File: src/rtl/spike_event_logger.sv
// Spike detector for the membrane-voltage probe: hysteresis threshold crossing plus
// refractory hold-off, timestamped events buffered in a show-ahead FIFO drained by valid/ready.
module spike_event_logger #(
  parameter int V_WIDTH   = 25,
  parameter int T_WIDTH   = 64,
  parameter int DEPTH     = 16,
  parameter int RFR_WIDTH = 16
) (
  input  logic                       emu_clk,
  input  logic                       emu_rst,
  input  logic                       cke,
  input  logic                       enable,
  input  logic signed [V_WIDTH-1:0]  v_out,
  input  logic signed [V_WIDTH-1:0]  thr_hi,
  input  logic signed [V_WIDTH-1:0]  thr_lo,
  input  logic [RFR_WIDTH-1:0]       refract_cycles,
  input  logic [T_WIDTH-1:0]         emu_time,
  output logic                       evt_valid,
  input  logic                       evt_ready,
  output logic [T_WIDTH-1:0]         evt_time,
  output logic [$clog2(DEPTH):0]     fifo_level,
  output logic [31:0]                spike_count,
  output logic                       overflow,
  input  logic                       clr_overflow,
  output logic [1:0]                 dbg_state
);

  localparam int AW = $clog2(DEPTH);
  localparam logic [AW:0] FULL_LVL = (AW+1)'(DEPTH);
  localparam logic [AW:0] ONE_LVL  = (AW+1)'(1);

  typedef enum logic [1:0] {
    ST_BELOW   = 2'd0,
    ST_ABOVE   = 2'd1,
    ST_REFRACT = 2'd2
  } state_t;

  state_t                r_state, w_state_nxt;
  logic [RFR_WIDTH-1:0]  r_cnt, w_cnt_nxt;
  logic                  w_spike;

  logic [T_WIDTH-1:0]    r_mem [DEPTH];
  logic [AW-1:0]         r_wr_ptr, r_rd_ptr;
  logic [AW-1:0]         w_rd_ptr_inc;
  logic [AW:0]           r_level;
  logic [T_WIDTH-1:0]    r_head, w_head_nxt;
  logic [31:0]           r_count;
  logic                  r_overflow;
  logic                  w_full, w_pop, w_push, w_drop;

  // Handshake: an event transfers on any cycle where evt_valid and evt_ready are both 1;
  // evt_valid never depends on evt_ready, and evt_time is stable while evt_valid is held.

  always_ff @(posedge emu_clk or posedge emu_rst) begin
    if (emu_rst) begin
      r_state <= ST_BELOW;
      r_cnt   <= '0;
    end else begin
      r_state <= w_state_nxt;
      r_cnt   <= w_cnt_nxt;
    end
  end

  always_comb begin
    w_state_nxt = r_state;
    w_cnt_nxt   = r_cnt;
    w_spike     = 1'b0;
    if (!enable) begin
      w_state_nxt = ST_BELOW;
      w_cnt_nxt   = '0;
    end else if (cke) begin
      case (r_state)
        ST_BELOW: begin
          if (v_out >= thr_hi) begin
            w_state_nxt = ST_ABOVE;
            w_spike     = 1'b1;
          end
        end
        ST_ABOVE: begin
          if (v_out < thr_lo) begin
            if (refract_cycles == '0) begin
              w_state_nxt = ST_BELOW;
            end else begin
              w_state_nxt = ST_REFRACT;
              w_cnt_nxt   = refract_cycles;
            end
          end
        end
        ST_REFRACT: begin
          // A count of 0 here cannot occur normally; treat it like the last hold-off cycle.
          if (r_cnt <= RFR_WIDTH'(1)) begin
            w_state_nxt = ST_BELOW;
            w_cnt_nxt   = '0;
          end else begin
            w_cnt_nxt = r_cnt - RFR_WIDTH'(1);
          end
        end
        default: begin
          w_state_nxt = ST_BELOW;
          w_cnt_nxt   = '0;
        end
      endcase
    end
  end

  assign w_full       = (r_level == FULL_LVL);
  assign w_pop        = evt_valid & evt_ready;
  assign w_push       = w_spike & (~w_full | w_pop);
  assign w_drop       = w_spike & w_full & ~w_pop;
  assign w_rd_ptr_inc = r_rd_ptr + AW'(1);

  // Registered head keeps evt_time at its last value once the FIFO runs empty.
  always_comb begin
    w_head_nxt = r_head;
    if (w_pop) begin
      if (r_level == ONE_LVL) begin
        if (w_push) w_head_nxt = emu_time;
      end else begin
        w_head_nxt = r_mem[w_rd_ptr_inc];
      end
    end else if ((r_level == '0) && w_push) begin
      w_head_nxt = emu_time;
    end
  end

  always_ff @(posedge emu_clk) begin
    if (w_push) r_mem[r_wr_ptr] <= emu_time;
  end

  always_ff @(posedge emu_clk or posedge emu_rst) begin
    if (emu_rst) begin
      r_wr_ptr   <= '0;
      r_rd_ptr   <= '0;
      r_level    <= '0;
      r_head     <= '0;
      r_count    <= '0;
      r_overflow <= 1'b0;
    end else begin
      r_head <= w_head_nxt;
      if (w_push) r_wr_ptr <= r_wr_ptr + AW'(1);
      if (w_pop)  r_rd_ptr <= w_rd_ptr_inc;
      case ({w_push, w_pop})
        2'b10:   r_level <= r_level + ONE_LVL;
        2'b01:   r_level <= r_level - ONE_LVL;
        default: r_level <= r_level;
      endcase
      if (w_spike) r_count <= r_count + 32'd1;
      if (w_drop)            r_overflow <= 1'b1;
      else if (clr_overflow) r_overflow <= 1'b0;
    end
  end

  assign evt_valid   = (r_level != '0);
  assign evt_time    = r_head;
  assign fifo_level  = r_level;
  assign spike_count = r_count;
  assign overflow    = r_overflow;
  assign dbg_state   = r_state;

endmodule

File: config.mk
export PLATFORM = sky130hd
export DESIGN_NAME = spike_event_logger
export DESIGN_NICKNAME = d
export VERILOG_FILES = /design/src/rtl/spike_event_logger.sv
export SDC_FILE = /design/constraint.sdc
export NUM_CORES = 1
export LEC_CHECK = 0
export ABC_AREA = 1
export BUFFER_PORTS_ARGS = -buffer_cell sky130_fd_sc_hd__buf_2
export CAP_MARGIN = 30
export CORE_ASPECT_RATIO = 0.6
export CORE_MARGIN = 8
export CORE_UTILIZATION = 52
export DETAILED_ROUTE_END_ITERATION = 8
export PLACE_DENSITY = 0.72
export SLEW_MARGIN = 10
export SYNTH_ARGS = -nofsm -noshare
export SYNTH_HDL_FRONTEND = slang
export SYNTH_SLANG_ARGS = --single-unit
File: constraint.sdc
create_clock -name emu_clk -period 4.4 [get_ports emu_clk]
set_clock_uncertainty 0.15 [all_clocks]
set_input_delay 0.22 -clock emu_clk [delete_from_list [all_inputs] [get_ports emu_clk]]
set_output_delay 0.22 -clock emu_clk [all_outputs]
set_load 0.02 [all_outputs]
## Word level (Yosys, flattened, before mapping)

Memories as Yosys holds them, arrays and structs flattened.
Index checks and enable logic that the tools add are counted.

- Flip-flop bits (word level): 128
- Bits in writable memories: 1024
- Input bits: 161
- Output and inout bits: 105
- Word-level logic and storage cells: 75
- Memories: 1

Memories:

| memory | words | bits a word | rd ports | clocked after memory_dff | wr ports | line | source |
|---|---|---|---|---|---|---|---|
| r_mem | 16 | 64 | 1 | 0 | 1 | 42 | `logic [T_WIDTH-1:0] r_mem [DEPTH];` |

- $add $sub $neg: 6
- Order comparisons: 3
- Eq/ne operators: 13
- Mux-type cells: 26
- Bitwise logic cells: 7
- Reduce and logical (&&, ||, !) cells: 11

Operators with widths:

| operator | number |
|---|---|
| $mux 64 | 4 |
| $mux 16 | 5 |
| $pmux 16 s3 | 1 |
| $add 32x1->32 const B | 1 |
| $ge 25x25->1 | 1 |
| $lt 25x25->1 | 1 |
| $le 16x1->1 const B | 1 |
| $logic_not 16->1 | 1 |
| $sub 16x1->16 const B | 1 |
| $ne 3x3->1 const B | 5 |
| $mux 2 | 6 |
| $pmux 5 s2 | 1 |
| $add 4x1->4 const B | 2 |
| $mux 1 | 8 |
| $reduce_and 4->1 | 2 |
| $pmux 2 s3 | 1 |
| $reduce_bool 2->1 | 3 |
| $add 5x1->5 const B | 1 |
| $eq 5x1->1 const B | 1 |
| $eq 5x5->1 const B | 1 |
| $logic_not 5->1 | 1 |
| $reduce_bool 5->1 | 1 |
| $sub 5x1->5 const B | 1 |
| $and 1x1->1 | 4 |
| other kinds (8) | 12 |

## Depth between registers and ports, before layout

Gate-level depths: netlist (run 1).

- Word-level depth: 9
- Depth in mapped cells: 19
- Gate-level depth less buffers: 18

## Worst setup path after synthesis (run 1)

No wires, ideal clock.

- Path kind: input port to flip-flop
- From: in thr_hi[24]
- To: mem r_mem[11][0] (enable)
- Arrival: 4.343 ns
- Data required time: 3.764 ns
- Slack: -0.579 ns
- Cell stages on the path: 13
- Path buffers: 1
- Path through: inv_1 -> ha_1 -> a21o_1 -> nor2_1 -> nand2_1 -> a21oi_1 -> nand3_1 -> nand2_2 -> nand2_4 -> nor2_1 -> buf_4 -> nand3_1 -> nor2_1

- Word-level cells in the longest chain between the ends: 8

Ends and longest elaborated chain:

| item | line | source |
|---|---|---|
| start: declaration | 14 | `input logic signed [V_WIDTH-1:0] thr_hi,` |
| $ge 25x25->1 | 74 | `if (v_out >= thr_hi) begin` |
| $mux 1 | 74 |  |
| $mux 1 | 72 | `case (r_state)` |
| $mux 1 | 71 | `end else if (cke) begin` |
| $mux 1 | 68 | `if (!enable) begin` |
| $and 1x1->1 | 108 | `assign w_push = w_spike & (~w_full \| w_pop);` |
| $mux 1 | 127 | `if (w_push) r_mem[r_wr_ptr] <= emu_time;` |
| $mux 1 (implied by the code) | 127 |  |
| end: declaration | 42 |  |

Every way passes these cells.

## Worst setup path after layout (run 1)

- From: reg r_cnt[0]
- To: reg r_state[1], in the netlist dbg_state[1]

- Word-level cells in the longest chain between the ends: 3

Ends and longest elaborated chain:

| item | line | source |
|---|---|---|
| start: declaration | 39 | `logic [RFR_WIDTH-1:0] r_cnt, w_cnt_nxt;` |
| start signal: assignment | 60 | `r_cnt <= w_cnt_nxt;` |
| $le 16x1->1 | 91 | `if (r_cnt <= RFR_WIDTH'(1)) begin` |
| $ne 3x3->1 (no source line) | n/a |  |
| $reduce_and 4->1 (no source line) | n/a |  |
| end signal: assignment | 59 | `r_state <= w_state_nxt;` |
| end: declaration | 38 | `state_t r_state, w_state_nxt;` |

Every way passes these cells.
A chain may end at the register's enable or synchronous reset.

==> impl_metrics.toml, run 1 <==
[status]
status = "finished clean"

[synthesis]
yosysTopAreaCell = "edfxtp_1"
synth_cells = 4045
synth_nets = 4269
ys_types = 35
synth.top_cell.area_share = 0.641
synth_warnings = 0
syn_area_per_cell_sq_um = 11.9
ys_seq_elements = 1152
synth_area_leaders = "edfxtp_1, dfrtp_1, o21ai_0, nand2_1, nor2_1"
synth_area_sq_um = 47900
yosysSeqAreaShare = 0.708

[clock_tree]
post-cts-setup-buffer-count = 0
cts_buffers = 103
cts_tree = "built"
h-tree-depth = 3
cts-resized-gates = 0
cts-root-buf = "clkbuf_16"
cts.sink_count = 1152
clk_pin_slew_ns = 0.07
clock_path_buffers = 3
clock_latency_ns = 0.70
cts_hold_buf = 90

[placed_design]
finalWeightedCongestion = 0.902
dp_hpwl_um = 67900
port_buffers = 265
dpl_cell_area_sq_um = 50900
pre_cts_ws_ns = 0.768

[setup_path]
cp_slowest_cell = "dlygate4sd3_1"
cpMostUsedCell = "nand2_1"
path_class = "register to register"
worst_path_largest_cell_delay_ns = 0.57
critPathRequiredTime_ns = 4.88
worstSetupStartpointType = "register"
arrival_ns = 3.73
end_kind = "register"
crit_chain = "inv_1, ha_1, nand2_1, a21oi_1, nand3_1, nand2_1, nand2_1, nand2_1, nand3_1, dlygate4sd3_1, nand2_1, dlygate4sd3_1"
critPathMaxFanout = 17

[drt]
drc = 0
vias = 33317
wl_per_cell_um = 22.2
drt_iter0_markers = 4369
wirelength_um = 126000
vias_per_cell = 5.89
drt_pre_antenna_iters = 7
antenna_left = 0

[grt]
grt_overflow = 0
grt_util_all_layers = 0.236
grt_pass1_vias = 31884
antenna_found_initial = 9
grt_pass1_wl_um = 192000
grt_max_degree = 205

[final_layout]
drive_above_1_share = 0.118
num-fill-cells = 7167
fin_nets = 4548
area_delta_synth_final_pct = 15.0
stdcell_area_sq_um = 55100
final_util = 0.602

[sta]
slew_headroom = 0.179
slew_viol_final = 0
final.setup.tns_ns = 0
max_slew.worst_pin.slew_ns = 1.23
period_needed_ns = 3.25
layout_setup_ws_ns = 1.15
max_clock_freq_mhz = 308
setup_viol = 0
timing_hold_violations_final = 0
grt_setup_unrepaired = "false"
fin_crit_sh = 0.738

[power]
power_density_nw_per_um2 = 663
seq_power_share = 0.351
power_switching_mw = 14.5
switching_share = 0.397
pwr-share-clk = 0.245
p_leak_nw = 20.1
combPwrFrac = 0.403
design_power_total_mw = 36.5
intPower_mw = 22.0
vdd_drop_max_v = 0.000869

[floorplan]
die_w_um = 408
die_area_sq_um = 102000
die_h_um = 251
core_sq_um = 91600
row_count = 86
initial_core_util = 0.524
io-pin-count = 266

[job]
drv_cap = 0

[hold_path]
hp-class = "primary input to register"
-- flip-flops by register name, summed over array words and instances, names as in the netlist --
| register | flops |
|---|---|
| overflow | 1 |
| spike_count | 32 |
| evt_time | 64 |
| dbg_state | 2 |
| r_mem | 1024 |
| r_cnt | 16 |
| r_rd_ptr | 4 |
| fifo_level | 5 |
| r_wr_ptr | 4 |
-- cell type report --
cell class,instances,area [sq um],share of cell area
tap,1232,1540,0.0280
clock inverter,51,505,0.00917
inverter,122,482,0.00874
timing repair buffer,427,3210,0.0582
antenna,9,22.5,0.000408
clock buffer,143,2830,0.0513
multi-input combinational,2518,12600,0.228
sequential,1152,34000,0.616
-- placed cells by master, fill, tap and decap left out, types with 3 or more instances in the layout --
master | netlist | routed
clkinv_1 | 0 | 14
nand2_1 | 668 | 668
a21o_1 | 6 | 6
xnor2_1 | 15 | 14
dlygate4sd3_1 | 0 | 90
clkbuf_8 | 0 | 8
clkbuf_16 | 0 | 104
o22ai_1 | 137 | 137
nor3_1 | 12 | 12
bufinv_16 | 0 | 8
inv_1 | 118 | 115
o221ai_1 | 128 | 128
edfxtp_1 | 1024 | 1024
o211ai_1 | 4 | 4
buf_12 | 0 | 33
nand3b_1 | 4 | 4
diode_2 | 0 | 9
buf_4 | 11 | 37
ha_1 | 63 | 62
nand4_1 | 20 | 20
nor4_1 | 10 | 10
clkbuf_1 | 150 | 31
a21oi_1 | 21 | 21
xor2_1 | 33 | 33
inv_6 | 0 | 7
clkinv_2 | 0 | 18
o21ai_0 | 554 | 554
clkinvlp_4 | 0 | 3
nand2_4 | 1 | 3
buf_2 | 86 | 265
nand3_1 | 113 | 113
dfrtp_1 | 128 | 127
o21ai_1 | 113 | 113
nor2_1 | 604 | 588
nor2_4 | 0 | 16
-- synth_stat cells, drive strengths merged --
cell	number
edfxtp	1024
nand2	673
o21ai	667
nor2	605
clkbuf	150
o22ai	137
dfrtp	128
o221ai	128
inv	122
nand3	114
buf	103
ha	63
xor2	33
a21oi	21
nand4	21
xnor2	16
nor3	12
nor4	10
a21o	6
nand3b	4
o211ai	4
a31oi	2
o21a	1
or2	1
-- power by group through the flow --
| stage | Sequential, mW | Combinational [mW] | Clock (mW) |
|---|---|---|---|
| floorplan | 13.4 | 9.69 | 0 |
| global placement | 13.1 | 14.2 | 0 |
| detailed placement | 13.1 | 14.4 | 0 |
| CTS | 12.8 | 14.6 | 9.09 |
| global route | 12.9 | 16.3 | 9.50 |
| finish | 12.8 | 14.7 | 8.97 |
-- through the flow --
| stage | std cells | hold WS [ns] |
|---|---|---|
| after floorplan | 4045 | 0.169 |
| after global placement | 5359 | 0.134 |
| after detailed placement | 5360 | 0.140 |
| after CTS | 5644 | 0.0923 |
| after global routing | 5649 | 0.230 |
| final | 5654 | 0.165 |
-- worst max-delay path: cells and delay by family (launching register included) --
kind                       cells  cell delay [ns]
buffers and inverters          3             1.20
and+or+nand+nor                7             1.04
DFF                            1             0.41
adders and majority gates      1             0.22
AOI/OAI and AO/OA              1             0.16
-- cell families (layout without fill, tap and decap cells) --
family,Yosys count,in the layout,synth area share
compound gates,966,966,0.115
xor+xnor,49,49,0.00911
fa+ha+maj,63,63,0.0164
buf+inv,375,743,0.0326
flops,1152,1152,0.708
other cells,0,9,0
simple gates,1440,1440,0.119
-- per-layer routing --
metal | part of all wire | global-route usage | vias to the layer above
met5 | 0.00021 | 0 | -
met4 | 0.021 | 0.0601 | 4
met3 | 0.095 | 0.0450 | 222
met2 | 0.44 | 0.353 | 1728
met1 | 0.44 | 0.357 | 16208
li1 | - | - | 15155
-- worst paths after layout --
kind	slack, ns	start	cells after the start	endpoint
worst max-delay path	1.15	r_cnt[0]	12	dbg_state[1]
worst min-delay path	0.17	v_out[24]	9	dbg_state[0]
worst max register to register	1.15	r_cnt[0]	12	dbg_state[1]
worst min register to register	0.33	evt_time[19]	2	evt_time[19]
max in group asynchronous	2.48	emu_rst	5	evt_time[46]
min in group asynchronous	0.56	emu_rst	4	spike_count[13]
(Power assumes the default switching activity.)
==> run 2, diff against run 1 <==
--- a/config.mk
+++ b/config.mk
@@ -12,7 +12,7 @@
 export CORE_MARGIN = 8
 export CORE_UTILIZATION = 52
 export DETAILED_ROUTE_END_ITERATION = 8
-export PLACE_DENSITY = 0.72
+export PLACE_DENSITY = 0.7
 export SLEW_MARGIN = 10
 export SYNTH_ARGS = -nofsm -noshare
 export SYNTH_HDL_FRONTEND = slang
==> constraint.sdc (replaced) <==
create_clock -name emu_clk -period 3.4 [get_ports emu_clk]
set_clock_uncertainty 0.15 [all_clocks]
set_input_delay 0.17 -clock emu_clk [delete_from_list [all_inputs] [get_ports emu_clk]]
set_output_delay 0.17 -clock emu_clk [all_outputs]
set_load 0.02 [all_outputs]
==> run 2 against run 1 <==
Net effect: critical path depth stayed put; flip-flop and latch count stayed put; sequential power is 30% higher; largest power group unchanged; total power is 33% higher; highest routed layer unchanged; final cell count is 1.1% higher; critical endpoint is now dbg_state[0]; cell area is 2.3% higher; die area stayed put; sequential share of layout area is 1.4 points lower; register-to-register slack worse by 0.97 ns; setup slack worse by 0.97 ns.
==> impl_metrics.toml, run 2 (synthesized netlist as in run 1, its figures left out) <==
[status]
status = "finished clean"

[grt]
grt_pass1_wl_um = 198000
grt_pass1_vias = 32326
grt_util_all_layers = 0.246
grt_overflow = 0
antenna_found_initial = 3
grt_max_degree = 163

[placed_design]
port_buffers = 265
dp_hpwl_um = 75700
finalWeightedCongestion = 0.910
dp.cells = 5432
pre_cts_ws_ns = 0.156

[sta]
slew_headroom = 0.503
max_clock_freq_mhz = 310
layout_setup_ws_ns = 0.177
setup_viol = 0
max_slew.worst_pin.slew_ns = 0.745
grt_setup_unrepaired = "false"
fin_crit_sh = 0.948
period_needed_ns = 3.22
timing_hold_violations_final = 0
slew_viol_final = 0
holdWs_ns = 0.249

[drt]
antenna_left = 0
vias = 33661
drt_pre_antenna_iters = 5
vias_per_cell = 5.89
wirelength_um = 130000
wl_per_cell_um = 22.8
drc = 0
drt_iter0_markers = 4121

[final_layout]
area_delta_synth_final_pct = 17.6
fin_cells = 5714
layout_commonest_cell = "edfxtp_1"
top_register = "r_mem"
drive_above_1_share = 0.135
mostFrequentLayoutCells = "edfxtp_1, nand2_1, nor2_1, o21ai_0, buf_2"
final_util = 0.616
fin_nets = 4620
largest_register_ffs = 1024

[setup_path]
worstSetupStartpointType = "register"
arrival_ns = 3.69
worst_path_largest_cell_delay_ns = 0.57
cpMostUsedCell = "nand2_1"
critPathRequiredTime_ns = 3.87
path_class = "register to register"
crit_chain = "inv_1, ha_1, nand2_1, a21oi_1, nand3_1, nand2_2, nand2_1, nand2_1, nand3b_1, dlygate4sd3_1, nand2_1, dlygate4sd3_1"
end_kind = "register"
cp_slowest_cell = "dlygate4sd3_1"
critPathMaxFanout = 17

[clock_tree]
clk_pin_slew_ns = 0.07
post-cts-setup-buffer-count = 0
cts.sink_count = 1152
h-tree-depth = 3
cts_tree = "built"
clock_latency_ns = 0.70
cts-root-buf = "clkbuf_16"
clock_path_buffers = 3
cts_buffers = 102

[power]
vdd_drop_max_v = 0.00164
design_power_total_mw = 48.5
power_density_nw_per_um2 = 861
p_leak_nw = 20.7

[floorplan]
die_area_sq_um = 102000
initial_core_util = 0.524
die_w_um = 408
core_sq_um = 91600
die_h_um = 251
io-pin-count = 266
row_count = 86

[hold_path]
hp-class = "primary input to register"

[job]
drv_cap = 0
-- run 2: worst paths after layout --
path	cells after the start	slack [ns]	from	endpoint
min reg2reg	2	0.32	evt_time[30]	evt_time[30]
min	10	0.25	v_out[24]	dbg_state[1]
min in group asynchronous	4	0.58	emu_rst	spike_count[13]
max reg2reg	12	0.18	r_cnt[0]	dbg_state[0]
max in group asynchronous	5	1.58	emu_rst	evt_time[30]
max	12	0.18	r_cnt[0]	dbg_state[0]
-- run 2: power breakdown --
group | internal, mW | switching [mW] | leakage (nW)
Sequential | 16.1 | 0.440 | 10.9
Clock | 6.79 | 5.19 | 1.69
Combinational | 6.34 | 13.7 | 8.14
Total | 29.3 | 19.3 | 20.7
-- run 2: timing repair --
item | CTS | global route
hold endpoints to repair | 1219 | 0
setup endpoints to repair | 0 | 1
hold buffers | 92 | 0
resized for setup | 0 | 1
-- run 2: stage by stage --
| step | area [sq um] | TNS (ns) |
|---|---|---|
| after floorplan | 48000 | -516.29 |
| after global placement | 52000 | 0 |
| after detailed placement | 52000 | 0 |
| after CTS | 56400 | 0 |
| after global routing | 56400 | 0 |
| final | 56400 | 0 |
-- run 2: area by class of cell --
type,count,area [sq um]
Antenna cell,2,5.00
Inverter,122,483
Clock inverter,63,721
Multi-Input combinational cell,2518,12600
Sequential cell,1152,34000
Clock buffer,125,2720
Timing Repair Buffer,500,4370
Fill cell,6949,35200
Tap cell,1232,1540
-- run 2: critical path, delay by kind of cell (launching register included) --
kind | cells | cell delay (ns)
adder cells (fa/ha/maj) | 1 | 0.23
buffers and inverters | 3 | 1.22
AND/OR/NAND/NOR | 7 | 0.95
flip-flops | 1 | 0.41
AO/OA/AOI/OAI | 1 | 0.19
-- run 2: metal layers --
layer | up-vias | part of all wire | track usage
met5 | - | 0.00021 | 0
met4 | 4 | 0.022 | 0.0633
met3 | 195 | 0.10 | 0.0537
met2 | 1826 | 0.44 | 0.359
met1 | 16336 | 0.44 | 0.374
li1 | 15300 | - | -
